==> src/rtl/alu_seq.sv <==
// Multi-cycle ALU: single-cycle logic/arith ops, iterative shift-add MUL and optional restoring UDIV.
// Define ALU_SEQ_DIV_EN to build the divider; otherwise op 111 is a single-cycle op returning 0.
module alu_seq #(
    parameter int unsigned WIDTH = 32
) (
    input  logic             clk,
    input  logic             reset,
    input  logic             in_valid,
    output logic             in_ready,
    input  logic [WIDTH-1:0] a,
    input  logic [WIDTH-1:0] b,
    input  logic [2:0]       ALUControl,
    output logic             out_valid,
    input  logic             out_ready,
    output logic [WIDTH-1:0] Result,
    output logic [3:0]       Flags
);

    localparam int unsigned CW = $clog2(WIDTH);
    localparam int unsigned W1 = WIDTH + 1;
    localparam logic [CW-1:0] LAST = CW'(WIDTH - 1);

    localparam logic [2:0] OP_ADD  = 3'b000;
    localparam logic [2:0] OP_SUB  = 3'b001;
    localparam logic [2:0] OP_AND  = 3'b010;
    localparam logic [2:0] OP_ORR  = 3'b011;
    localparam logic [2:0] OP_EOR  = 3'b100;
    localparam logic [2:0] OP_BIC  = 3'b101;
    localparam logic [2:0] OP_MUL  = 3'b110;
    localparam logic [2:0] OP_UDIV = 3'b111;

    typedef enum logic [1:0] {
        S_IDLE = 2'd0,
        S_ITER = 2'd1,
        S_DONE = 2'd2
    } state_t;

    state_t           state, state_nx;
    logic [CW-1:0]    cnt, cnt_nx;
    logic [WIDTH-1:0] acc, acc_nx;
    logic [WIDTH-1:0] opa, opa_nx;
    logic [WIDTH-1:0] opb, opb_nx;
    logic [WIDTH-1:0] result_nx;
    logic [3:0]       flags_nx;
    logic             in_ready_nx;
    logic             out_valid_nx;

    logic             sub;
    logic [WIDTH:0]   sum;
    logic [WIDTH-1:0] alu_res;
    logic             alu_c;
    logic             alu_v;

    logic [WIDTH-1:0] step_acc;
    logic [WIDTH-1:0] step_opa;
    logic [WIDTH-1:0] step_opb;
    logic [WIDTH-1:0] step_res;
    logic             step_v;
    logic             start_iter;

`ifdef ALU_SEQ_DIV_EN
    logic             is_div, is_div_nx;
    logic [WIDTH:0]   rem_sh;
    logic [WIDTH:0]   rem_sub;
    logic             div_ge;
`endif

    // Single-cycle result and carry/overflow from the live operands
    always_comb begin
        sub     = (ALUControl == OP_SUB);
        sum     = {1'b0, a} + {1'b0, (sub ? ~b : b)} + W1'(sub);
        alu_res = '0;
        alu_c   = 1'b0;
        alu_v   = 1'b0;
        case (ALUControl)
            OP_ADD, OP_SUB: begin
                alu_res = sum[WIDTH-1:0];
                alu_c   = sum[WIDTH];
                alu_v   = ~(a[WIDTH-1] ^ b[WIDTH-1] ^ sub) & (a[WIDTH-1] ^ sum[WIDTH-1]);
            end
            OP_AND:          alu_res = a & b;
            OP_ORR:          alu_res = a | b;
            OP_EOR:          alu_res = a ^ b;
            OP_BIC:          alu_res = a & ~b;
            OP_MUL, OP_UDIV: alu_res = '0;
            default:         alu_res = '0;
        endcase
    end

    // One iteration step: shift-add multiply, or restoring divide when enabled
    always_comb begin
        step_acc = acc + (opb[0] ? opa : '0);
        step_opa = opa << 1;
        step_opb = opb >> 1;
        step_res = step_acc;
        step_v   = 1'b0;
`ifdef ALU_SEQ_DIV_EN
        rem_sh  = {acc, opa[WIDTH-1]};
        rem_sub = rem_sh - {1'b0, opb};
        div_ge  = (rem_sh >= {1'b0, opb});
        if (is_div) begin
            step_acc = div_ge ? rem_sub[WIDTH-1:0] : rem_sh[WIDTH-1:0];
            step_opa = {opa[WIDTH-2:0], div_ge};
            step_opb = opb;
            step_res = step_opa;
            step_v   = (opb == '0);
        end
`endif
    end

`ifdef ALU_SEQ_DIV_EN
    assign start_iter = (ALUControl == OP_MUL) || (ALUControl == OP_UDIV);
`else
    assign start_iter = (ALUControl == OP_MUL);
`endif

    // Next-state and next-output logic
    always_comb begin
        state_nx  = state;
        cnt_nx    = cnt;
        acc_nx    = acc;
        opa_nx    = opa;
        opb_nx    = opb;
        result_nx = Result;
        flags_nx  = Flags;
`ifdef ALU_SEQ_DIV_EN
        is_div_nx = is_div;
`endif
        case (state)
            S_IDLE: begin
                if (in_valid) begin
                    if (start_iter) begin
                        state_nx = S_ITER;
                        cnt_nx   = '0;
                        acc_nx   = '0;
                        opa_nx   = a;
                        opb_nx   = b;
`ifdef ALU_SEQ_DIV_EN
                        is_div_nx = (ALUControl == OP_UDIV);
`endif
                    end else begin
                        state_nx  = S_DONE;
                        result_nx = alu_res;
                        flags_nx  = {alu_res[WIDTH-1], (alu_res == '0), alu_c, alu_v};
                    end
                end
            end
            S_ITER: begin
                cnt_nx = cnt + CW'(1);
                acc_nx = step_acc;
                opa_nx = step_opa;
                opb_nx = step_opb;
                if (cnt == LAST) begin
                    state_nx  = S_DONE;
                    cnt_nx    = '0;
                    result_nx = step_res;
                    flags_nx  = {step_res[WIDTH-1], (step_res == '0), 1'b0, step_v};
                end
            end
            S_DONE: begin
                if (out_ready) begin
                    state_nx = S_IDLE;
                end
            end
            default: state_nx = S_IDLE;
        endcase
        in_ready_nx  = (state_nx == S_IDLE);
        out_valid_nx = (state_nx == S_DONE);
    end

    // State, datapath and output registers
    always_ff @(posedge clk or posedge reset) begin
        if (reset) begin
            state     <= S_IDLE;
            cnt       <= '0;
            acc       <= '0;
            opa       <= '0;
            opb       <= '0;
            Result    <= '0;
            Flags     <= '0;
            in_ready  <= 1'b1;
            out_valid <= 1'b0;
`ifdef ALU_SEQ_DIV_EN
            is_div    <= 1'b0;
`endif
        end else begin
            state     <= state_nx;
            cnt       <= cnt_nx;
            acc       <= acc_nx;
            opa       <= opa_nx;
            opb       <= opb_nx;
            Result    <= result_nx;
            Flags     <= flags_nx;
            in_ready  <= in_ready_nx;
            out_valid <= out_valid_nx;
`ifdef ALU_SEQ_DIV_EN
            is_div    <= is_div_nx;
`endif
        end
    end

endmodule

==> config.mk <==
export PLATFORM = sky130hd
export DESIGN_NAME = alu_seq
export DESIGN_NICKNAME = d
export VERILOG_FILES = /design/src/rtl/alu_seq.sv
export SDC_FILE = /design/constraint.sdc
export NUM_CORES = 1
export LEC_CHECK = 0
export BUFFER_PORTS_ARGS = -buffer_cell sky130_fd_sc_hd__buf_2
export CORE_ASPECT_RATIO = 1.2
export CORE_MARGIN = 2
export CORE_UTILIZATION = 54
export CTS_BUF_LIST = sky130_fd_sc_hd__clkbuf_8
export DETAILED_ROUTE_END_ITERATION = 8
export PLACE_DENSITY = 0.75
export SLEW_MARGIN = 30
export SYNTH_ARGS = -nofsm -noshare
export SYNTH_HDL_FRONTEND = slang
export SYNTH_SLANG_ARGS = --single-unit
==> constraint.sdc <==
create_clock -name clk -period 5.04 [get_ports clk]
set_input_delay 0.252 -clock clk [delete_from_list [all_inputs] [get_ports clk]]
set_output_delay 0.252 -clock clk [all_outputs]
set_load 0.05 [all_outputs]
==> impl_metrics.py <==
metrics = {
    "clocking": {
        "cts_max_level": 4,
        "numCtsBuffers": 17,
        "post_cts.repair.setup_buffers": 0,
        "cts_tree": "yes",
        "cts.sinks": 140,
        "cts_resized": 0,
        "ctsLongestPathBuffers": 2,
        "clock_latency_ns": 0.47,
        "hold_buffers": 2,
        "clkTransAtPathRegs_ns": 0.09,
        "clock-root-buffer": "clkbuf_8",
    },
    "synthesis": {
        "syn_area_per_cell_sq_um": 7.75,
        "yosysSeqAreaShare_pct": 29.8,
        "async_flop_share_pct": 100,
        "yosys_warnings": 0,
        "synth_cell_types": 87,
        "synth_nets": 1687,
        "synth_edf_count": 0,
        "syn_area_sq_um": 11700,
        "syn-instance-count": 1516,
        "synth_ff_type": "dfrtp_1",
        "ys_ff_latch": 140,
    },
    "sta": {
        "slew_headroom_pct": 36.8,
        "rsz0062_at_grt": "no",
        "fin_worst_skew_ns": 0.0163,
        "fin_tns_setup_ns": 0,
        "setup_viol": 0,
        "period_minus_slack_ns": 4.36,
        "maxSlewViolCount": 0,
        "worstMarginPinSlew_ns": 0.944,
        "min_period_over_period_pct": 86.5,
        "final_hold_viol_count": 0,
        "fin_ws_ns": 0.680,
        "fmax_mhz": 229,
    },
    "global_route": {
        "antenna_found_initial": 1,
        "grt_usage_pct": 30.5,
        "grt_pass1_vias": 10600,
        "grt_overflow": 0,
        "grt_max_degree": 125,
        "grt_pass1_wl_um": 56200,
    },
    "floorplan": {
        "die_y_um": 166,
        "start_util_pct": 54.5,
        "design.core.area_sq_um": 21600,
        "num_rows": 59,
        "die-width_um": 139,
        "die_area_sq_um": 23000,
        "ios": 109,
    },
    "setup_path": {
        "reg2reg_setup_slack_ns": 0.68,
        "reg2regPathDepth": 14,
        "crit_path_end_kind": "register",
        "path_cells": "and2_1 > ha_1 > fa_1 > a21o_1 > a221oi_4 > nor3_1 > nor2_1 > o311ai_1 > o22ai_1 > o22ai_1 > a31oi_1 > nand2_1 > nand4b_1 > o211ai_2",
        "max_stage_delay_ns": 0.68,
        "reg2reg_from": "opb[0]",
        "required_ns": 5.43,
        "timing.rr.end": "Flags[2]",
        "startpoint_type": "register",
        "cp_max_fo": 33,
        "crit_top_cell": "o22ai_1",
        "critPathKind": "reg -> reg",
        "crit_arrival_ns": 4.75,
        "critPathSlowestCell": "dfrtp_1",
    },
    "hold_path": {
        "holdCritPathClass": "in -> reg",
        "hold-path-endpoint": "opa[25]",
        "holdPathStages": 3,
        "hold_path_startpoint": "a[25]",
    },
    "routing": {
        "vias": 11500,
        "wirelength_um": 35300,
        "wl_per_cell_um": 18.9,
        "viasPerCell": 6.18,
        "drtPass1Iterations": 6,
        "postRouteAntennaNets": 0,
        "drtIter0Drc": 1008,
        "drc": 0,
    },
    "status": {
        "outcome": "finished clean",
    },
    "placed_design": {
        "dp_cells": 1833,
        "routabilityCongestion": 0.961,
        "place_hpwl_um": 26300,
        "place_ws_ns": 0.734,
        "place_area_sq_um": 12500,
        "port_buffers": 108,
    },
    "power_and_ir_drop": {
        "power_density_nw_per_um2": 533,
        "leakagePower_nw": 6.11,
        "ir_drop_mv": 0.380,
    },
    "cells_and_area": {
        "drive_above_1_share_pct": 11.9,
        "final_cell_mix": "275 x nand2_1, 144 x nor2_1, 139 x dfrtp_1",
        "fin_area_sq_um": 12900,
        "layout.nets": 1751,
        "stdcell_count": 1868,
        "final_common_cell": "nand2_1",
        "syn2layout_area_growth_pct": 9.84,
    },
    "job": {
        "cap_violations": 0,
    },
}
## sequential cells by signal, indices dropped and copies added (netlist names)
register,cells
in_ready,1
cnt,5
state,2
opa,32
out_valid,1
Result,32
opb,32
acc,32
Flags,3
## Yosys cell counts (4+ instances only)
cell type	instances	area, sq um
nand2b_1	12	75.1
nand2_1	276	1040
a222oi_1	6	60.1
a221oi_1	10	87.6
o31ai_1	9	67.6
inv_1	80	300
buf_2	6	30.0
nor2_1	146	548
ha_1	98	1230
a21o_1	36	270
a311oi_1	4	35.0
and3_1	5	31.3
o21bai_1	8	60.1
or2_2	4	25.0
a2111oi_0	5	43.8
buf_1	13	48.8
a31oi_1	76	475
nand3_1	25	125
o21ai_1	12	60.1
xor2_1	19	166
and2_1	39	244
nor4_1	10	62.6
nand3b_1	5	37.5
a211oi_1	9	67.6
xnor2_1	57	499
nor3_1	15	75.1
nand4_1	18	113
clkbuf_1	61	229
or4_1	4	30.0
o211ai_1	11	82.6
o221ai_1	7	61.3
dfrtp_1	139	3480
a21oi_1	81	405
nor3b_1	6	45.0
mux2i_1	7	70.1
o21ai_0	80	400
a22o_1	15	131
o21a_1	15	113
o22ai_1	8	50.1
## metal layers
layer  part of all wire, %  wire, um  vias to the layer above  GRT usage, %
li1                      -         -                     5517             -
met1                    45     15800                     5470          43.5
met2                    45     16000                      478          48.0
met3                   7.1      2510                       72          3.86
met4                   2.9      1020                        0          11.2
met5                     0         0                        -             0
## metrics by stage
stage / utilization (%) / power (W) / hold WS [ns]
floorplan: - / 0.00495 / 0.359
global placement: 57.9 / 0.00584 / 0.434
detailed placement: 58.0 / 0.00590 / 0.443
CTS: 59.8 / 0.00685 / 0.0413
global route: 59.9 / 0.00737 / 0.0537
finish: 59.9 / 0.00688 / 0.0688
## where the power goes
group	leakage, nW	internal, W	switching (W)	total (W)
logic	4.24	0.00144	0.00252	0.00396
registers	1.68	0.00163	0.000363	0.00199
clock network	0.192	0.000432	0.000500	0.000932
## cell families (layout without fill, tap and decap cells)
family,after synthesis,in the layout,synth area share [%]
AOI/OAI and AO/OA,437,437,24.8
xor gates and xnor gates,76,76,5.67
adders and majority gates,100,100,10.8
buffers and inverters,164,241,5.40
DFF,140,140,29.8
muxes,10,10,0.884
other,0,1,0
and+or+nand+nor,589,589,22.6
## worst max-delay path: cells and delay by family, from the launching register on
family | cells | cell delay [ns]
compound gates | 7 | 1.72
simple gates | 5 | 1.25
fa+ha+maj | 2 | 0.63
flops | 1 | 0.68
## layout make-up
type                    count  area [sq um]
clock buffers              20           275
well taps                 274           343
diodes                      1          2.50
repair buffers            127           704
flip-flops and latches    140          3500
inverters                  82           313
fillers                  1987          8650
clock inverters            12           111
multi-input cells        1212          7650
## worst max path at each step
stage                        from          to  slack [ns]  cells past startpoint
global route               opb[0]  Result[31]        0.41                     13
floorplan           ALUControl[2]    Flags[2]        0.41                     19
detailed placement  ALUControl[1]    Flags[2]        0.73                     16
finish                     opb[0]    Flags[2]        0.68                     14
global placement    ALUControl[1]    Flags[2]        0.82                     17
CTS                        opb[0]    Flags[2]        0.74                     14
Note: power is estimated with default switching activity, not from simulation.
